<file path="src/rtl/i2c_reg16_slave.sv">
// I2C slave exposing a 16-bit register space: 16-bit big-endian address pointer,
// 16-bit data words, auto-increment by 2 on every completed word.
// SCL/SDA are synchronised and glitch-filtered; all protocol logic runs on filtered levels.
module i2c_reg16_slave #(
    parameter logic [6:0]  SLAVE_ADDR = 7'h10,
    parameter int unsigned FILT_LEN   = 3
) (
    input  logic        clk,
    input  logic        rst,
    input  logic        scl_i,
    input  logic        sda_i,
    output logic        sda_oe,
    output logic        wr_en,
    output logic [15:0] wr_addr,
    output logic [15:0] wr_data,
    output logic        rd_req,
    output logic [15:0] rd_addr,
    input  logic [15:0] rd_data,
    output logic        busy
);

    localparam int unsigned CntW = (FILT_LEN < 2) ? 1 : $clog2(FILT_LEN);

    typedef enum logic [3:0] {
        StIdle, StDev, StDevAck, StRaHi, StRaLo, StWHi, StWLo,
        StRHi, StRLo, StSlvAck, StMstAck, StIgnore
    } state_e;

    logic [1:0]          scl_sync_q, sda_sync_q;
    logic [FILT_LEN-1:0] scl_hist_q, sda_hist_q;
    logic                scl_f_q, sda_f_q, scl_prev_q, sda_prev_q;
    logic [CntW-1:0]     ready_cnt_q;
    logic                bus_ok_q;

    state_e      state_q, nxt_q;
    logic [2:0]  bit_cnt_q;
    logic [6:0]  sh_q;
    logic [7:0]  wd_hi_q;
    logic [15:0] tx_q, ptr_q;
    logic        rw_q, rd_lo_q;
    logic        sda_oe_q, wr_en_q, rd_req_q, busy_q;
    logic [15:0] wr_addr_q, wr_data_q, rd_addr_q;

    logic       scl_rise, scl_fall, start_det, stop_det;
    logic [7:0] rx_byte;

    assign scl_rise  = scl_f_q & ~scl_prev_q;
    assign scl_fall  = ~scl_f_q & scl_prev_q;
    // START is ignored until the bus has been seen idle after reset.
    assign start_det = bus_ok_q & scl_f_q & scl_prev_q & sda_prev_q & ~sda_f_q;
    assign stop_det  = scl_f_q & scl_prev_q & ~sda_prev_q & sda_f_q;
    assign rx_byte   = {sh_q, sda_f_q};

    assign sda_oe  = sda_oe_q;
    assign wr_en   = wr_en_q;
    assign wr_addr = wr_addr_q;
    assign wr_data = wr_data_q;
    assign rd_req  = rd_req_q;
    assign rd_addr = rd_addr_q;
    assign busy    = busy_q;

    // Two-flop synchronisers followed by a FILT_LEN-deep majority-free level filter.
    always_ff @(posedge clk or posedge rst) begin
        if (rst) begin
            scl_sync_q <= 2'b11;
            sda_sync_q <= 2'b11;
            scl_hist_q <= '1;
            sda_hist_q <= '1;
            scl_f_q    <= 1'b1;
            sda_f_q    <= 1'b1;
            scl_prev_q <= 1'b1;
            sda_prev_q <= 1'b1;
        end else begin
            scl_sync_q <= {scl_sync_q[0], scl_i};
            sda_sync_q <= {sda_sync_q[0], sda_i};
            scl_hist_q <= FILT_LEN'({scl_hist_q, scl_sync_q[1]});
            sda_hist_q <= FILT_LEN'({sda_hist_q, sda_sync_q[1]});
            if (&scl_hist_q) begin
                scl_f_q <= 1'b1;
            end else if (~|scl_hist_q) begin
                scl_f_q <= 1'b0;
            end
            if (&sda_hist_q) begin
                sda_f_q <= 1'b1;
            end else if (~|sda_hist_q) begin
                sda_f_q <= 1'b0;
            end
            scl_prev_q <= scl_f_q;
            sda_prev_q <= sda_f_q;
        end
    end

    // Arm START detection once filtered SCL and SDA have both been high for FILT_LEN clocks.
    always_ff @(posedge clk or posedge rst) begin
        if (rst) begin
            ready_cnt_q <= '0;
            bus_ok_q    <= 1'b0;
        end else if (!bus_ok_q) begin
            if (scl_f_q && sda_f_q) begin
                if (ready_cnt_q == CntW'(FILT_LEN - 1)) begin
                    bus_ok_q <= 1'b1;
                end else begin
                    ready_cnt_q <= ready_cnt_q + 1'b1;
                end
            end else begin
                ready_cnt_q <= '0;
            end
        end
    end

    // Protocol FSM with registered outputs; bits sampled on SCL rise, SDA driven after SCL fall.
    always_ff @(posedge clk or posedge rst) begin
        if (rst) begin
            state_q   <= StIdle;
            nxt_q     <= StIdle;
            bit_cnt_q <= 3'd0;
            sh_q      <= 7'd0;
            wd_hi_q   <= 8'd0;
            tx_q      <= 16'd0;
            ptr_q     <= 16'd0;
            rw_q      <= 1'b0;
            rd_lo_q   <= 1'b0;
            sda_oe_q  <= 1'b0;
            wr_en_q   <= 1'b0;
            rd_req_q  <= 1'b0;
            busy_q    <= 1'b0;
            wr_addr_q <= 16'd0;
            wr_data_q <= 16'd0;
            rd_addr_q <= 16'd0;
        end else begin
            wr_en_q  <= 1'b0;
            rd_req_q <= 1'b0;
            // Read data arrives one clock after the request; SCL is far slower, so no shift collides.
            if (rd_req_q) begin
                tx_q <= rd_data;
            end
            if (start_det) begin
                state_q   <= StDev;
                bit_cnt_q <= 3'd0;
                sda_oe_q  <= 1'b0;
            end else if (stop_det) begin
                state_q  <= StIdle;
                sda_oe_q <= 1'b0;
                busy_q   <= 1'b0;
            end else begin
                case (state_q)
                    StIdle: begin
                        sda_oe_q <= 1'b0;
                    end
                    StDev, StRaHi, StRaLo, StWHi, StWLo: begin
                        if (scl_fall) begin
                            sda_oe_q <= 1'b0;
                        end
                        if (scl_rise) begin
                            sh_q      <= rx_byte[6:0];
                            bit_cnt_q <= bit_cnt_q + 3'd1;
                            if (bit_cnt_q == 3'd7) begin
                                state_q <= StSlvAck;
                                case (state_q)
                                    StDev: begin
                                        if (rx_byte[7:1] == SLAVE_ADDR) begin
                                            state_q <= StDevAck;
                                            rw_q    <= rx_byte[0];
                                            busy_q  <= 1'b1;
                                        end else begin
                                            state_q <= StIgnore;
                                            busy_q  <= 1'b0;
                                        end
                                    end
                                    StRaHi: begin
                                        ptr_q[15:8] <= rx_byte;
                                        nxt_q       <= StRaLo;
                                    end
                                    StRaLo: begin
                                        ptr_q[7:0] <= rx_byte;
                                        nxt_q      <= StWHi;
                                    end
                                    StWHi: begin
                                        wd_hi_q <= rx_byte;
                                        nxt_q   <= StWLo;
                                    end
                                    default: begin
                                        wr_en_q   <= 1'b1;
                                        wr_addr_q <= ptr_q;
                                        wr_data_q <= {wd_hi_q, rx_byte};
                                        ptr_q     <= ptr_q + 16'd2;
                                        nxt_q     <= StWHi;
                                    end
                                endcase
                            end
                        end
                    end
                    // ACK slot: pull SDA on the fall after bit 8, leave on the 9th rise.
                    StDevAck, StSlvAck: begin
                        if (scl_fall) begin
                            sda_oe_q <= 1'b1;
                        end
                        if (scl_rise) begin
                            bit_cnt_q <= 3'd0;
                            if (state_q == StSlvAck) begin
                                state_q <= nxt_q;
                            end else if (rw_q) begin
                                state_q   <= StRHi;
                                rd_lo_q   <= 1'b0;
                                rd_req_q  <= 1'b1;
                                rd_addr_q <= ptr_q;
                            end else begin
                                state_q <= StRaHi;
                            end
                        end
                    end
                    StRHi, StRLo: begin
                        if (scl_fall) begin
                            sda_oe_q <= ~tx_q[15];
                        end
                        if (scl_rise) begin
                            tx_q      <= {tx_q[14:0], 1'b0};
                            bit_cnt_q <= bit_cnt_q + 3'd1;
                            if (bit_cnt_q == 3'd7) begin
                                state_q <= StMstAck;
                                rd_lo_q <= (state_q == StRHi);
                                if (state_q == StRLo) begin
                                    ptr_q <= ptr_q + 16'd2;
                                end
                            end
                        end
                    end
                    StMstAck: begin
                        if (scl_fall) begin
                            sda_oe_q <= 1'b0;
                        end
                        if (scl_rise) begin
                            bit_cnt_q <= 3'd0;
                            if (sda_f_q) begin
                                state_q <= StIgnore;
                            end else if (rd_lo_q) begin
                                state_q <= StRLo;
                            end else begin
                                state_q   <= StRHi;
                                rd_req_q  <= 1'b1;
                                rd_addr_q <= ptr_q;
                            end
                        end
                    end
                    StIgnore: begin
                        sda_oe_q <= 1'b0;
                    end
                    default: begin
                        state_q  <= StIdle;
                        sda_oe_q <= 1'b0;
                    end
                endcase
            end
        end
    end

endmodule

</file>
<file path="config.mk">
export PLATFORM = sky130hd
export DESIGN_NAME = i2c_reg16_slave
export DESIGN_NICKNAME = d
export VERILOG_FILES = /design/src/rtl/i2c_reg16_slave.sv
export SDC_FILE = /design/constraint.sdc
export NUM_CORES = 1
export LEC_CHECK = 0
export BUFFER_PORTS_ARGS = -buffer_cell sky130_fd_sc_hd__buf_2
export CAP_MARGIN = 20
export CORE_UTILIZATION = 30
export DETAILED_ROUTE_END_ITERATION = 12
export GPL_ROUTABILITY_DRIVEN = 0
export PLACE_DENSITY = 0.52
export SLEW_MARGIN = 15
export SYNTH_ARGS = -nofsm -noshare
export SYNTH_HDL_FRONTEND = slang
export SYNTH_SLANG_ARGS = --single-unit
</file>
<file path="constraint.sdc">
create_clock -name clk -period 8.7 [get_ports clk]
set_clock_uncertainty 0.1 [all_clocks]
set_input_delay 0.435 -clock clk [delete_from_list [all_inputs] [get_ports clk]]
set_output_delay 0.435 -clock clk [all_outputs]
set_load 0.03 [all_outputs]
</file>
After elaboration in Yosys (flattened, before gate mapping)
Cells that the tools add are included.
{"block": "word_totals", "register_bits": 129, "in_bits": 20, "out_inout_bits": 52, "elab_cells": 213}
{"block": "classes", "addsub": 3, "eq_ne": 43, "muxes": 83, "bitwise_logic": 19, "n_reduce_logical": 38}
{"op": "$mux 16", "n": 16}
{"op": "$pmux 16 s2", "n": 2}
{"op": "$mux 4", "n": 13}
{"op": "$mux 1", "n": 37}
{"op": "$ne 2x2->1 const B", "n": 17}
{"op": "$ne 4x4->1 const B", "n": 8}
{"op": "$pmux 8 s2", "n": 2}
{"op": "$reduce_and 9->1", "n": 3}
{"op": "$pmux 4 s5", "n": 1}
{"op": "$reduce_and 6->1", "n": 3}
{"op": "$add 16x2->16 const B", "n": 1}
{"op": "$eq 4x3->1 const B", "n": 4}
{"op": "$eq 4x4->1 const B", "n": 4}
{"op": "$mux 3", "n": 5}
{"op": "$reduce_or 3->1", "n": 5}
{"op": "$reduce_and 7->1", "n": 2}
{"op": "$reduce_bool 2->1", "n": 7}
{"op": "$pmux 4 s3", "n": 1}
{"op": "$not 1->1", "n": 10}
{"op": "$and 1x1->1", "n": 9}
{"op": "$ne 3x1->1 const B", "n": 3}
{"op": "$reduce_and 3->1", "n": 3}
{"op": "$eq 4x2->1 const B", "n": 2}
{"op": "$reduce_and 4->1", "n": 2}
{"op": "22 further kinds", "n": 26}

Depth between registers and ports, before layout
Gate-level depths: netlist of the first run.
{"block": "depth", "ltp_word": 8, "ltp_mapped": 8, "depth_no_buf": 7}

Worst setup path before layout of the first run
OpenSTA, ideal clock, no wires.
{"block": "synth_timing", "path_kind": "register -> register", "from": "register scl_f_q", "to": "register rw_q", "setup_time_ns": 0.128, "t_arrival_ns": 1.885, "t_required_ns": 8.472, "path_slack_ns": 6.587, "path_stages_with_launch": 7, "path_buffers": 1, "synth_period_minus_slack_ns": 2.113, "path_cell_list": "dfstp_2 -> buf_4 -> nand2b_1 -> nor4_4 -> nand2_2 -> nor4_2 -> mux2_1"}
{"block": "synth_via", "elab_chain_len": 6, "elab_cells_between_ends": 11, "classes_between": "10 x bitwise; 1 x reduce/logical"}
{"item": "start, declared", "line": "31", "source": "logic scl_f_q, sda_f_q, scl_prev_q, sda_prev_q;"}
{"item": "start signal, assigned", "line": "69", "source": "scl_f_q <= 1'b1;"}
{"item": "start signal, assigned", "line": "79", "source": "scl_f_q <= 1'b1;"}
{"item": "start signal, assigned", "line": "81", "source": "scl_f_q <= 1'b0;"}
{"item": "$and 1x1->1 (4 in series)", "line": "50", "source": "assign start_det = bus_ok_q & scl_f_q & scl_prev_q & sda_prev_q & ~sda_f_q;"}
{"item": "$not 1->1 (no line)"}
{"item": "$reduce_and 7->1 (no line) (*)"}
{"item": "end signal, assigned", "line": "163", "source": "rw_q <= rx_byte[0];"}
{"item": "end, declared", "line": "40", "source": "logic rw_q, rd_lo_q;"}
Every way passes the cells marked *; elsewhere a longest branch is shown, timed or not.
A chain may end at the register's enable or synchronous reset.

Final worst setup path of the first run
{"block": "layout_timing", "from": "register bit_cnt_q[0]", "to": "register wr_data_q[7] (netlist: wr_data[7])"}
{"block": "layout_via", "elab_chain_len": 2}
{"item": "start, declared", "line": "36", "source": "logic [2:0] bit_cnt_q;"}
{"item": "start signal, assigned", "line": "156", "source": "bit_cnt_q <= bit_cnt_q + 3'd1;"}
{"item": "start signal, assigned", "line": "218", "source": "bit_cnt_q <= bit_cnt_q + 3'd1;"}
{"item": "$eq 3x3->1", "line": "157", "source": "if (bit_cnt_q == 3'd7) begin"}
{"item": "$reduce_and 6->1 (no line)"}
{"item": "end signal, assigned", "line": "185", "source": "wr_data_q <= {wd_hi_q, rx_byte};"}
{"item": "end, declared", "line": "42", "source": "logic [15:0] wr_addr_q, wr_data_q, rd_addr_q;"}
Every way passes these cells.

==> impl_results.md, run 1 <==
* Vias in the first global route at 4,062
* Grt ovf at 0
* Top cell type's share of synthesized area at 49.36%
* Post-route ant nets at 0
* Number of fill cells at around 1.8k
* Synth Register Bits at 128
* Nets at 582
* Ys async rst share at 100.0%
* Synth area leader: dfrtp_1
* Worst-path fanout max at 17
* P_leak at roughly 0.0032 uW
* Status: complete, but fails checks
* Most common cell after layout, fill and taps aside: dfrtp_1
* Io pins at 72
* Period utilization at 33.51%
* Dominant cells by area after synthesis: dfrtp_1 (49%), mux2_2 (11%), dfstp_2 (6.4%)
* Htree depth at 4
* Post-synth EDFFs at 0
* Vias per std cell at 4.964
* Clock transition at path regs at ~0.06 ns
* Area grow syn2layout at 18.97%
* Final routed DRC violation total at 0
* WL final at roughly 13 mm
* Max-Slew Margin vs Limit at roughly a third
* GRT Total Usage at about 14%
* Proportion of layout cells with a drive suffix above 1 at 34.15%
* Die area at just under 0.02 mm2
* Yosys warns at 0
* Number of detailed-route iterations in the first pass at 4
* Failing checks: hold timing
* Final setup vio count at 0
* Antenna violations before repair at 0
* Period minus WS final at 2.915 ns
* Critical Path RT at about 8.9 ns
* Clock sink total at 128
* Fin. max-slew vios at 0
* Cell Area, Placed at 0.006304 mm2
* Commonest cells after routing, fill and taps aside: dfrtp_1 (114), buf_2 (71), mux2_2 (58)
* Kind of critical path: register to register
* Avg Inst Size Synth at 11.77 um2
* WHS at -0.009989 ns
* Largest net degree at the start of global routing at 69
* Fin area at 0.006875 mm2
* Worst Setup End Kind: register
* Netlist Area Pre-Place at 0.005779 mm2
* Placement Rows at 50
* Cell chosen for the clock root: clkbuf_16
* Post-Syn Nets at 515
* CTS Buffer Depth at 2
* Fin Setup TNS at 0 ns
* Final Hold Vio Count at 5
* DR vias at between 3k and 4k
* Hold WC Path Type: input pin to async pin
* Die Wd at roughly 140 um
* Worst vdd ir at 0.0001080 V
* Hpwl dp at 8.486 mm
* Die Y at roughly 140 um
* Routed len/inst at 15.73 um
* Top_reg_cell synth: dfrtp_1
* Diode count at 0
* Unrepaired setup endpoints after global routing: false
* Synth cell types at 60
* Post-Synthesis Cells at 491
* Worst slew pin tran at 1.021 ns
* Iter 0 DRT Violations at roughly 180
* Post-CTS Setup Bufs at 0
* Max Cap Viol at 0
* Worst Setup Start Kind: register
* Clock latency on the worst-skew pair at 0.42 ns
* Core area at 0.01877 mm2
* TritonCTS Buffers at 17
* Arrival time at the worst endpoint at approximately 3.1 ns
* Max Freq at around 340 MHz
* Pwr Density at 193.4 mW/mm2
* Buffers added on ports at 71
* Starting Density at 30.79%
* TritonCTS clock tree: built
* Global-route wire length before repair at around 22 mm
* Sequential share of the synthesized area at 55.73%
## routing by layer
layer	wire, um	track usage (%)
met5	0	0
met2	5836	21.47
met3	659	3.872
met1	5973	18.39
met4	193	5.664
## path summary, 6_finish.rpt
kind	start	to	slack [ns]	depth (start not counted)
max reg2reg	bit_cnt_q[0]	wr_data[7]	5.78	6
max	bit_cnt_q[0]	wr_data[7]	5.78	6
min in group clk	rd_data[0]	tx_q[0]	0.23	3
min reg2reg	scl_sync_q[0]	scl_sync_q[1]	0.25	0
max in group asynchronous	rst	state_q[3]	7.27	3
min	rst	wr_data[8]	-0.01	2
## layout make-up
cell class / count / area [um2] / share of cell area [%]
multi-input combinational: 323 / 2371 / 34.49
inverter: 13 / 53.80 / 0.7825
tap: 234 / 292.8 / 4.258
clock buffer: 23 / 488.0 / 7.097
timing repair buffer: 75 / 390.4 / 5.678
sequential: 128 / 3221 / 46.84
clock inverter: 9 / 58.81 / 0.8553
## report_power, final
part	internal [uW]	switching (uW)	leakage [uW]
registers	612	14.3	0.00166
logic	21.3	35.4	0.00131
clock network	392	255	0.000261
## critical path, cell delays in order (launching register included)
cell and delay (ns):
dfrtp_1 0.36, ha_1 0.16, ha_1 0.27, nand3b_1 0.28, nor3_4 0.85, buf_4 0.40, mux2_2 0.37
## sequential cells by signal (all words and copies together), names as in the netlist, 4 cells and up
signal and flops:
ptr_q 16, sh_q 7, state_q 4, tx_q 16
rd_addr 16, wd_hi_q 8, wr_addr 16, wr_data 16
## cells in the mapped netlist (2+ instances only)
cell,n
a2bb2oi_1,5
nand2_1,23
nor3_1,8
nor3_2,2
a21boi_0,2
o21bai_1,2
o22a_1,3
ha_1,4
buf_1,2
nor2_1,36
inv_1,13
buf_2,9
a21oi_1,40
nor2b_1,7
mux2_1,3
a211oi_1,2
dfstp_2,14
nand3b_1,5
o31ai_1,3
o21ai_0,34
nand4_1,2
dfrtp_1,114
a32oi_1,4
mux2_2,58
a311oi_1,2
and3_1,4
nand3_1,14
a22oi_1,2
buf_6,4
nand2b_1,5
mux2i_1,19
buf_4,2
a21o_1,2
clkbuf_1,10
mux2_4,7
## metrics by stage
| step | total power (uW) | cells | util (%) | hold WS [ns] | setup slack (ns) |
|---|---|---|---|---|---|
| after CTS | 1352 | 805 | 36.61 | 0.008803 | 5.754 |
| after floorplan | 673.7 | 491 | - | 0.2452 | 4.776 |
| after detailed placement | 695.2 | 771 | 33.59 | 0.2468 | 5.768 |
| after global routing | 1385 | 805 | 36.63 | 0.03230 | 5.566 |
| after global placement | 691.6 | 771 | 33.59 | 0.2464 | 5.860 |
| final | 1330 | 805 | 36.63 | -0.009989 | 5.785 |
## logic make-up after synthesis
logic type	Yosys count	share of synthesized area (%)
buffers and inverters	40	3.442
AND/OR/NAND/NOR	117	10.65
AO/OA/AOI/OAI	114	12.17
multiplexers	87	16.99
flip-flops	128	55.73
XOR/XNOR	1	0.1516
adder cells (fa/ha/maj)	4	0.8660
## what timing repair did
action | CTS | global route
gates resized for setup | 0 | 0
endpoints found under the hold margin | 2 | 0
setup endpoints to repair | 0 | 0
hold buffers | 2 | 0
Power figures use the tool's default switching activity.
==> run 2, diff against run 1 <==
Clock period 8.7 ns to 2.8 ns, I/O delays scaled along.
==> impl_results.md, run 2 (synthesis results as in run 1) <==
* Period utilization at 86.55%
* Area grow syn2layout at 23.51%
* Placed cells at 778
* CTS Buffer Depth at 2
* Worst hold path depth at 0
* Htree depth at 4
* Die area at 0.01982 mm2
* Io pins at 72
* Worst vdd ir at 0.0003949 V
* Hold-fix buffers, CTS at 19
* Clock transition at path regs at roughly 0.050 ns
* Grt ovf at 0
* Cell Area, Placed at 0.006367 mm2
* Arrival time at the worst endpoint at between 2 and 3 ns
* Antenna violations before repair at 0
* Commonest cells after routing, fill and taps aside: dfrtp_1 (114), buf_2 (71), mux2_2 (58)
* Worst Setup End Kind: register
* Max Cap Viol at 0
* Global-route wire length before repair at 20.84 mm
* Vias per std cell at between 4 and 5
* Finished Layout Cells at approximately 830
* Post-CTS Setup Bufs at 0
* R2R cell count at 5
* Iter 0 DRT Violations at approximately 220
* Fin. max-slew vios at 0
* Routed len/inst at 15.05 um
* Fin Setup TNS at 0 ns
* Largest net degree at the start of global routing at roughly 130
* Die Wd at 140.8 um
* Clock sink total at 128
* WL final at around 12 mm
* Period minus WS final at about 2.4 ns
* Sequential Power Share at 45.2%
* Post-route ant nets at 0
* Nets at 606
* DR vias at 4,039
* Switching Share at 21.38%
* Number of detailed-route iterations in the first pass at 4
* Hpwl dp at 8.245 mm
* Buffers added on ports at 71
* Pwr Density at about 600 mW/mm2
* Unrepaired setup endpoints after global routing: false
* Combinational Power Share at 4.6%
* Kind of critical path: register to register
* Die Y at around 140 um
* Worst-path fanout max at 22
* Clock latency on the worst-skew pair at ~0.42 ns
* Hold WC Path Type: register to register
* Final routed DRC violation total at 0
* Placement Rows at 50
* Cell chosen for the clock root: clkbuf_16
* Most common cell after layout, fill and taps aside: dfrtp_1
* Proportion of layout cells with a drive suffix above 1 at 33.11%
* Fin area at a little over 0.007 mm2
* Post-CTS sizing at 0
* Clock power share at 50.3%
* Worst Setup Start Kind: register
* GRT Total Usage at a little over an eighth
* Switch Pwr at approximately 900 uW
* Diode count at 0
* Worst slew pin tran at 0.8645 ns
* Status: finished, final reports clean
* TritonCTS clock tree: built
* TritonCTS Buffers at 17
* Max-Slew Margin vs Limit at 42.36%
* P_leak at 0.003351 uW
* Max Freq at 412.7 MHz
* Final Hold Vio Count at 0
* Final setup vio count at 0
* Vias in the first global route at 4,000
* Starting Density at 30.79%
* Critical Path RT at 3.00 ns
* Internal Power at 3390 uW
* Core area at approximately 0.019 mm2
==> run 2: final timing paths <==
check / start / to / slack, ns
setup reg to reg: state_q[3] / state_q[0] / 0.38
min in group asynchronous: rst / bit_cnt_q[2] / 0.34
hold / removal: scl_sync_q[1] / scl_hist_q[0] / 0.25
hold reg to reg: scl_sync_q[1] / scl_hist_q[0] / 0.25
setup / recovery: state_q[3] / state_q[0] / 0.38
max in group asynchronous: rst / tx_q[8] / 1.68
==> run 2: final cells by class <==
cell class                      count  area [um2]
Inverter                           13       52.55
Fill cell                        1831       11630
Tap cell                          234       292.8
Sequential cell                   128        3221
Clock inverter                      5       77.57
Multi-Input combinational cell    323        2366
Timing Repair Buffer               99       625.6
Clock buffer                       27       503.0
==> run 2: worst max-delay path, stage by stage (launching register included) <==
cell and delay, ns:
dfrtp_1 0.79, nor2b_1 0.41, o2bb2ai_1 0.22, o21ai_0 0.15, a21oi_2 0.25, mux2_2 0.36
==> run 2: power by group through the flow <==
| stage | clock network [uW] | registers, uW | logic, uW |
|---|---|---|---|
| after floorplan | 0 | 1950 | 139 |
| after detailed placement | 0 | 1980 | 182 |
| final | 2170 | 1950 | 196 |
| after global placement | 0 | 1980 | 172 |
| after CTS | 2230 | 1950 | 202 |
| after global routing | 2310 | 1950 | 228 |
==> run 2: routing by layer <==
layer  routed length, um  track usage, %  part of all wire (%)
met4                 135           4.805                   1.1
met3                 490           3.974                   3.9
met2                5698           20.56                    46
met5                   0               0                     0
met1                6154           18.13                    49
==> run 2: per-stage QoR <==
| stage | utilization (%) | total power [uW] | hold slack (ns) | worst slack (ns) |
|---|---|---|---|---|
| 2_1_floorplan | - | 2094 | 0.04448 | 0.6873 |
| 5_1_grt | 38.03 | 4497 | 0.2512 | 0.2461 |
| 4_1_cts | 38.03 | 4381 | 0.2371 | 0.4376 |
| 3_3_place_gp | 33.93 | 2148 | 0.1481 | 0.5058 |
| 3_5_place_dp | 33.93 | 2162 | 0.1468 | 0.4419 |
| 6_report | 38.03 | 4312 | 0.2542 | 0.3767 |
==> run 3, diff against run 2 <==
Settings changed: CTS_BUF_LIST from default to sky130_fd_sc_hd__clkbuf_8 sky130_fd_sc_hd__clkbuf_16.
==> impl_results.md, run 3 (synthesis results as in run 1) <==
* Clock transition at path regs at around 0.050 ns
* DR vias at 4,051
* Die Y at between 100 and 150 um
* Final Hold Vio Count at 0
* Unrepaired setup endpoints after global routing: false
* Post-route ant nets at 0
* Worst slew pin tran at 0.8647 ns
* Hold WC Path Type: register to register
* R2R cell count at 5
* Vias per std cell at approximately 4.9
* Largest net degree at the start of global routing at 129
* Critical Path RT at 3.00 ns
* CTS Buffer Depth at 2
* Nets at 606
* CP endpoint: state_q[0]
* Number of detailed-route iterations in the first pass at 4
* Status: finished, final reports clean
* Core area at 0.01877 mm2
* Io pins at 72
* Final routed DRC violation total at 0
* Starting Density at 30.79%
* Final setup vio count at 0
* TritonCTS Buffers at 17
* Worst Setup Start Kind: register
* Worst setup startpoint: state_q[3]
* Max-Slew Margin vs Limit at between 40% and 50%
* R2R Setup Slk at between 0.3 and 0.4 ns
* Htree depth at 4
* Buffers added on ports at 71
* WL final at between 10 and 15 mm
* Worst Setup End Kind: register
* Area grow syn2layout at 23.51%
* Hpwl dp at 8.245 mm
* Die Wd at 140.8 um
* Antenna violations before repair at 0
* Die area at 0.01982 mm2
* Max Freq at 412.6 MHz
* Iter 0 DRT Violations at ~220
* Pwr Density at 601.1 mW/mm2
* TritonCTS clock tree: built
* Worst vdd ir at 0.0003944 V
* Period minus WS final at 2.424 ns
* Fin area at 0.007138 mm2
* Worst-path fanout max at 22
* Arrival time at the worst endpoint at 2.62 ns
* Max Cap Viol at 0
* Clock latency on the worst-skew pair at 0.41 ns
* P_leak at 0.003375 uW
* Worst path cell trace: nor2b_1 -> o2bb2ai_1 -> o21ai_0 -> a21oi_2 -> mux2_2
* Clock sink total at 128
* Routed len/inst at approximately 15 um
* Slowest cell delay on critical path at ~0.80 ns
* Period utilization at between 80% and 90%
* Most common cell after layout, fill and taps aside: dfrtp_1
* Worst reg2reg path endpoint: state_q[0]
* GRT Total Usage at 13.48%
* Proportion of layout cells with a drive suffix above 1 at roughly a third
* Grt ovf at 0
* Critical-path top delay cell: dfrtp_1
* Diode count at 0
* Global-route wire length before repair at approximately 21 mm
* Placement Rows at 50
* Fin Setup TNS at 0 ns
* Commonest cells after routing, fill and taps aside: dfrtp_1 (114), buf_2 (71), mux2_2 (58)
* Vias in the first global route at 4,001
* Number of fill cells at 1,831
* Kind of critical path: register to register
* Fin. max-slew vios at 0
* Worst r2r src: state_q[3]
* Cell Area, Placed at 0.006367 mm2
* Cell chosen for the clock root: clkbuf_16
[run 3: cell types whose count changed in the layout (fill, tap and decap cells not counted), sizes merged]
| cell | before | now |
|---|---|---|
| inv | 12 | 18 |
| clkbuf | 27 | 21 |
[run 3: report_power, final]
group | switching, uW | total, uW | internal, uW
clock network | 766 | 2150 | 1380
logic | 111 | 196 | 84.8
registers | 45.2 | 1950 | 1900
total | 923 | 4290 | 3370
[run 3: metrics by stage]
stage,total power [uW],util (%),hold slack [ns],worst slack [ns],std cells
final,4290,38.03,0.2542,0.3761,829
after global routing,4478,38.03,0.2512,0.2461,829
after CTS,4360,38.03,0.2371,0.4376,829
after detailed placement,2162,33.93,0.1468,0.4419,778
after global placement,2148,33.93,0.1481,0.5058,778
after floorplan,2094,-,0.04448,0.6873,491
[run 3: timing repair]
action	in CTS	in global routing
hold endpoints to repair	132	0
setup buffers	0	0
gates resized for setup	0	0
hold buffers	19	0
[run 3: metal layers]
layer  GRT usage [%]  up-vias  share of wire [%]
met1           18.15     1995                 49
li1                -     1956                  -
met2           20.56       88                 46
met3           3.974       12                3.9
met4           4.805        0                1.2
met5               0        -                  0
[run 3: worst min path at each step]
stage	start	end	slack (ns)	cells past startpoint
CTS	sda_i	sda_sync_q[0]	0.24	2
global placement	sda_i	sda_sync_q[0]	0.15	1
global route	sda_i	sda_sync_q[0]	0.25	2
floorplan	scl_i	scl_sync_q[0]	0.04	0
finish	scl_sync_q[1]	scl_hist_q[0]	0.25	0
detailed placement	sda_i	sda_sync_q[0]	0.15	1
[run 3: cell type report]
class | count | area [um2] | area share (%)
multi-input combinational | 323 | 2366 | 33.15
clock buffer | 21 | 480.5 | 6.731
tap | 234 | 292.8 | 4.102
sequential | 128 | 3221 | 45.12
timing repair buffer | 99 | 625.6 | 8.764
inverter | 13 | 52.55 | 0.7362
clock inverter | 11 | 100.1 | 1.402
[run 3: critical path, delay by kind of cell, from the launching register on]
kind | cells | cell delay (ns)
muxes | 1 | 0.36
AOI/OAI and AO/OA | 3 | 0.62
and+or+nand+nor | 1 | 0.41
DFF | 1 | 0.80
